`config.mk`:
```
export PLATFORM = sky130hd
export DESIGN_NAME = noc_pck_injector
export DESIGN_NICKNAME = d
export VERILOG_FILES = /design/src/rtl/noc_pck_injector.sv
export SDC_FILE = /design/constraint.sdc
export NUM_CORES = 1
export LEC_CHECK = 0
export CAP_MARGIN = 5
export CELL_PAD_IN_SITES_DETAIL_PLACEMENT = 0
export CELL_PAD_IN_SITES_GLOBAL_PLACEMENT = 1
export CORE_UTILIZATION = 33
export CTS_BUF_LIST = sky130_fd_sc_hd__clkbuf_16
export DETAILED_ROUTE_END_ITERATION = 10
export MAX_ROUTING_LAYER = met4
export PLACE_DENSITY_LB_ADDON = 0.1
export SLEW_MARGIN = 20
export SYNTH_ARGS = -nofsm -noshare
export SYNTH_HDL_FRONTEND = slang
export SYNTH_SLANG_ARGS = --single-unit
```
`constraint.sdc`:
```
create_clock -name clk -period 2.6 [get_ports clk]
set_input_delay 0.26 -clock clk [delete_from_list [all_inputs] [get_ports clk]]
set_output_delay 0.26 -clock clk [all_outputs]
set_load 0.005 [all_outputs]
```
`src/rtl/noc_pck_injector.sv`:
```
// -----------------------------------------------------------------------------
// noc_pck_injector
//
// Endpoint-side packet injector for one router local input port. A packet
// descriptor (one-hot VC, length in flits, head payload) is followed by a
// stream of payload words. The block cuts these into head/body/tail flits and
// writes them to the router. Each flit is sent only when the target VC has a
// free slot, so the router input buffer (B flits per VC) can never overflow.
//
// Ports
//   clk         in   1     clock
//   reset       in   1     synchronous active-low reset
//   pck_valid   in   1     descriptor valid
//   pck_ready   out  1     descriptor taken when pck_valid & pck_ready
//   pck_vc      in   V     one-hot target VC
//   pck_len     in   Lw    packet length in flits, head included
//   pck_hdr     in   Fpay  head-flit payload
//   data_valid  in   1     payload word valid
//   data_ready  out  1     payload word taken when data_valid & data_ready
//   data_in     in   Fpay  body/tail payload
//   flit_out    out  Fw    {head, tail, vc[V-1:0], payload[Fpay-1:0]}
//   flit_out_wr out  1     flit write strobe (one cycle after each commit)
//   credit_in   in   V     per-VC credit return, one pulse per freed slot
//   busy        out  1     packet in progress
//   credit_err  out  1     sticky: a credit came back to a full counter
//
// Parameter constraints: MIN_PCK_SIZE >= 1, MIN_PCK_SIZE <= MAX_PCK_SIZE and
// 2**Lw > MAX_PCK_SIZE.
// -----------------------------------------------------------------------------
module noc_pck_injector #(
    parameter int V            = 4,
    parameter int B            = 4,
    parameter int Fpay         = 32,
    parameter int MIN_PCK_SIZE = 2,
    parameter int MAX_PCK_SIZE = 16,
    parameter int Lw           = 5,
    localparam int Fw          = 2 + V + Fpay
) (
    input  logic            clk,
    input  logic            reset,
    input  logic            pck_valid,
    output logic            pck_ready,
    input  logic [V-1:0]    pck_vc,
    input  logic [Lw-1:0]   pck_len,
    input  logic [Fpay-1:0] pck_hdr,
    input  logic            data_valid,
    output logic            data_ready,
    input  logic [Fpay-1:0] data_in,
    output logic [Fw-1:0]   flit_out,
    output logic            flit_out_wr,
    input  logic [V-1:0]    credit_in,
    output logic            busy,
    output logic            credit_err
);

    localparam int CW = $clog2(B + 1);

    localparam logic [Lw-1:0] LEN_ONE = Lw'(1);
    localparam logic [Lw-1:0] LEN_MIN = Lw'(MIN_PCK_SIZE);
    localparam logic [Lw-1:0] LEN_MAX = Lw'(MAX_PCK_SIZE);
    localparam logic [CW-1:0] CRD_ONE = CW'(1);
    localparam logic [CW-1:0] CRD_MAX = CW'(B);

    typedef enum logic [1:0] {
        IDLE = 2'd0,
        HEAD = 2'd1,
        BODY = 2'd2
    } state_t;

    state_t          state;
    logic [V-1:0]    vc_q;
    logic [Fpay-1:0] hdr_q;
    logic [Lw-1:0]   len_q;   // clamped packet length
    logic [Lw-1:0]   rem_q;   // flits still to send after the head

    logic [CW-1:0]   credit_cnt [V];

    logic [Lw-1:0]   eff_len;
    logic            credit_ok;
    logic            head_commit;
    logic            body_commit;
    logic [V-1:0]    commit_vec;

    // -------------------------------------------------------------------------
    // Combinational decode
    // -------------------------------------------------------------------------
    always_comb begin
        // NOTE: every variable gets a default first so no path leaves it
        // unassigned; otherwise synthesis infers a latch.
        eff_len = pck_len;
        if (pck_len < LEN_MIN)
            eff_len = LEN_MIN;
        else if (pck_len > LEN_MAX)
            eff_len = LEN_MAX;
    end

    // Credit check uses only registered counters, so credit_in never reaches
    // data_ready combinationally; a credit returned this cycle helps next cycle.
    always_comb begin
        credit_ok = 1'b0;
        for (int v = 0; v < V; v++) begin
            if (vc_q[v] && (credit_cnt[v] != '0))
                credit_ok = 1'b1;
        end
    end

    assign head_commit = (state == HEAD) && credit_ok;
    assign body_commit = (state == BODY) && credit_ok && data_valid;
    assign commit_vec  = (head_commit || body_commit) ? vc_q : '0;

    assign pck_ready  = (state == IDLE);
    assign data_ready = (state == BODY) && credit_ok;
    assign busy       = (state != IDLE);

    // -------------------------------------------------------------------------
    // Per-VC credit counters
    // -------------------------------------------------------------------------
    always_ff @(posedge clk) begin
        if (!reset) begin
            // NOTE: this array is a handful of small counters, not a RAM, so it
            // is reset explicitly; every slot must start at B.
            for (int v = 0; v < V; v++)
                credit_cnt[v] <= CRD_MAX;
            credit_err <= 1'b0;
        end else begin
            for (int v = 0; v < V; v++) begin
                if (commit_vec[v] && !credit_in[v]) begin
                    credit_cnt[v] <= credit_cnt[v] - CRD_ONE;
                end else if (!commit_vec[v] && credit_in[v]) begin
                    // A credit to a full counter means the router returned
                    // more than we sent: saturate and flag it.
                    if (credit_cnt[v] == CRD_MAX)
                        credit_err <= 1'b1;
                    else
                        credit_cnt[v] <= credit_cnt[v] + CRD_ONE;
                end
            end
        end
    end

    // -------------------------------------------------------------------------
    // Segmentation FSM with registered flit output
    // -------------------------------------------------------------------------
    always_ff @(posedge clk) begin
        if (!reset) begin
            // NOTE: sequential state uses non-blocking assignments so every
            // register samples the pre-edge values, independent of order.
            state       <= IDLE;
            vc_q        <= '0;
            hdr_q       <= '0;
            len_q       <= '0;
            rem_q       <= '0;
            flit_out    <= '0;
            flit_out_wr <= 1'b0;
        end else begin
            flit_out_wr <= 1'b0;
            case (state)
                IDLE: begin
                    if (pck_valid) begin
                        vc_q  <= pck_vc;
                        hdr_q <= pck_hdr;
                        len_q <= eff_len;
                        state <= HEAD;
                    end
                end
                HEAD: begin
                    if (credit_ok) begin
                        flit_out    <= {1'b1, (len_q == LEN_ONE), vc_q, hdr_q};
                        flit_out_wr <= 1'b1;
                        if (len_q == LEN_ONE) begin
                            state <= IDLE;
                        end else begin
                            rem_q <= len_q - LEN_ONE;
                            state <= BODY;
                        end
                    end
                end
                BODY: begin
                    if (body_commit) begin
                        flit_out    <= {1'b0, (rem_q == LEN_ONE), vc_q, data_in};
                        flit_out_wr <= 1'b1;
                        rem_q       <= rem_q - LEN_ONE;
                        if (rem_q == LEN_ONE)
                            state <= IDLE;
                    end
                end
                default: state <= IDLE;
            endcase
        end
    end

endmodule

```
==> results.md <==
* Die Y at 122 um
* H-tree depth at 3
* HPWL Detailed at 8.51 mm
* Storage element area at 0.00212 mm2
* Fmax achieved at 405 MHz
* Clock sink count at 100
* Min-delay worst type: reg -> reg
* # fillers at 1,377
* Total GRT Usage at 18.1%
* Post-route clock period utilization at 94.9%
* Mux contribution to synthesized area at 7.98%
* DR pass1 iterations at 4
* CTS Buf Count at 9
* Setup-failing EPs final at 0
* Clock-pin slew on the worst setup and hold paths at 0.07 ns
* Vias in the first global route at 3,963
* Row cnt at 43
* VDD IR max at 0.000595 V
* Synthesized area per cell at 8.96 um2
* Area Overhead vs Synth at 40.6%
* Worst Tran Pin Value at 0.581 ns
* Fraction of the mapped netlist area in compound gates at 19.5%
* DIE AREA at 0.0148 mm2
* Slew margin rel. at 60.7%
* Post-Syn Nets at 622
* 1st-iter DRT viols at 224
* Yosys reg bits at 100
* Worst reg2reg startpoint: credit_cnt[0][0]
* Adder-cell share of the synthesized area at 3.91%
* CTS tree: built
* Share of cells above drive strength 1 at 12.8%
* Hold Path Sink: hdr_q[13]
* Period minus WS final at 2.47 ns
* Vias per cell at 4.89
* Critical path class: reg -> reg
* Pin count of the biggest net entering global routing at 79
* Worst r2r path cells at 8
* Yosys warns at 0
* Critical hold path startpoint: hdr_q[13]
* Pleak at 2.30 nW
* Worst-Skew Late Latency at 0.35 ns
* Combinational family with the most area after synthesis: compound AO/OA/AOI/OAI gates
* Grt total ovfl at 0
* Worst-case clock buffer depth at 2
* Register area share after synthesis at 44.8%
* Die Wd at 122 um
* Pre-CTS setup slack at 0.0707 ns
* RR Endpoint: credit_cnt[1][2]
* Nets at 746
* Required @ worst endpoint at 2.70 ns
* Core Region at 0.0139 mm2
* Crit. End Element: flop
* Post-synth EDFFs at 12
* Slew Limit Fails at 0
* Initial antenna violation count at 0
* Crit path DAT at 2.56 ns
* PD cells at 963 mW/mm2
* N_diodes at 0
* Most used flip-flop cell after synthesis: dfxtp_1
* Mapped Area at 0.00473 mm2
* DRC Markers at 0
* Final worst slack at 0.134 ns
* CTS root buffer: clkbuf_16
* Via count at 4,094
* Outcome: completed
* Crit-path max FO at 4
* Max-Cap Viols at 0
* Total negative slack at 0 ns
* Antenna Nets Post-Route at 0
* Worst reg2reg setup slack at 0.13 ns
* Effective utilization at floorplan at 34.0%
* XOR/XNOR share of the synthesized area at 1.30%
* Mapped Cells at 528
* Hold Violations, Final at 0
* Final WL at 12.7 mm
* First-pass GRT wire length at 19.9 mm
* Setup Skew at 0.00599 ns
* Port Buffers at 123
* Avg WL per Cell at 15.2 um
* Simple-Gate Fraction of Synth Area at 17.8%
* Hold depth at 2
* Synth unique cells at 58
* Top Ports at 124
* Async SR Flop Fraction at 0%
* Routability Congestion at 0.817
* Post-CTS Hold Fix Bufs at 0
* Crit start category: flop
* Multi-input logic area at 0.00247 mm2
==> registers in the layout, summed over array words and instances, names as in the netlist <==
register,cells
vc_q,4
state,2
flit_out,38
len_q,5
credit_cnt,12
credit_err,1
hdr_q,32
rem_q,5
flit_out_wr,1
==> worst max-delay path by stage <==
stage,startpoint,end,slack [ns],cells past startpoint
after floorplan,credit_cnt[3][0],credit_cnt[2][2],0.10,10
after global placement,credit_cnt[3][0],credit_cnt[2][2],0.13,10
after detailed placement,credit_cnt[3][1],credit_cnt[1][2],0.07,10
after CTS,credit_cnt[3][1],credit_cnt[2][2],0.04,10
after global routing,credit_cnt[0][0],credit_cnt[1][2],-0.02,8
final,credit_cnt[0][0],credit_cnt[1][2],0.13,8
==> timing repair <==
item / CTS / global route
endpoints found under the hold margin: 0 / 0
pin swaps: 0 / 5
buffers inserted: 0 / 6
resized for setup: 1 / 15
setup endpoints to repair: 1 / 4
==> layout make-up <==
cell class | count | share of cell area, %
Clock buffer | 10 | 3.76
Sequential cell | 100 | 31.9
Clock inverter | 6 | 1.28
Inverter | 16 | 0.921
Multi-Input combinational cell | 380 | 37.1
Timing Repair Buffer | 145 | 21.6
Tap cell | 180 | 3.38
==> layer usage <==
layer	part of all wire (%)	up-vias	GRT usage [%]
met5	0	-	-
li1	-	2083	-
met1	47	1922	22.4
met4	0.83	0	3.78
met2	47	83	29.2
met3	4.8	6	5.06
==> cell families after synthesis <==
logic type | Yosys count
and+or+nand+nor | 200
AOI/OAI and AO/OA | 123
DFF | 100
buffers and inverters | 48
muxes | 37
adders and majority gates | 13
xor gates and xnor gates | 7
==> cell usage after synthesis, drive strengths merged (2+ instances only) <==
cell type	number	area [um2]
clkbuf	18	67.6
nand2b	2	12.5
nand2	115	432
xnor2	4	35.0
a41oi	2	17.5
and3	2	12.5
nand3	4	30.0
nor2	54	203
o31ai	3	37.5
a311oi	2	17.5
nor3	10	60.1
buf	14	95.1
ha	10	125
o21ai	6	30.0
xor2	3	26.3
o22ai	4	25.0
mux2	3	37.5
nor3b	2	15.0
mux2i	34	340
a21oi	53	269
edfxtp	12	360
inv	16	60.1
o2111ai	2	23.8
dfxtp	88	1760
fa	3	60.1
or3	2	12.5
nor2b	2	12.5
a31oi	5	37.5
nand4	2	12.5
o21a	2	15.0
a211oi	34	355
==> layout by cell type, fill, tap and decap left out, drive strengths merged, types with 3 or more instances in the layout <==
| master | netlist | layout |
|---|---|---|
| nor2 | 54 | 54 |
| nand3 | 4 | 4 |
| nand2 | 115 | 115 |
| clkdlybuf4s50 | 0 | 123 |
| edfxtp | 12 | 12 |
| nor3 | 10 | 10 |
| a211oi | 34 | 34 |
| o21ai | 6 | 6 |
| o22ai | 4 | 4 |
| mux2i | 34 | 34 |
| xor2 | 3 | 3 |
| buf | 14 | 21 |
| mux2 | 3 | 3 |
| xnor2 | 4 | 4 |
| a21oi | 53 | 53 |
| a31oi | 5 | 5 |
| fa | 3 | 3 |
| clkbuf | 18 | 11 |
| clkinv | 0 | 4 |
| o31ai | 3 | 3 |
| inv | 16 | 15 |
| dfxtp | 88 | 88 |
| ha | 10 | 10 |
==> worst max-delay path: stages, from the launching register on <==
cell and delay (ns):
edfxtp_1 0.47, o31ai_4 0.33, o2111ai_4 0.18, a31oi_4 0.23
nand2_1 0.10, fa_2 0.40, xnor2_1 0.15, nor4_1 0.28
a31oi_1 0.06
==> power breakdown <==
group	total (W)	internal (W)	switching, W	leakage (nW)
clock	0.00149	0.000899	0.000592	0.161
sequential	0.00219	0.00194	0.000245	0.835
combinational	0.00273	0.00131	0.00142	1.30
==> through the flow <==
| stage | cells | total power, W | cell area (um2) | util (%) | hold WS, ns |
|---|---|---|---|---|---|
| final | 837 | 0.00641 | 6660 | 47.8 | 0.455 |
| after floorplan | 528 | 0.00388 | 4730 | - | 0.396 |
| after global routing | 837 | 0.00687 | 6660 | 47.8 | 0.451 |
| after detailed placement | 815 | 0.00491 | 6200 | 44.5 | 0.447 |
| after CTS | 831 | 0.00643 | 6540 | 46.9 | 0.442 |
| after global placement | 815 | 0.00487 | 6200 | 44.5 | 0.441 |
No activity file was read; power rests on OpenSTA's default activity.
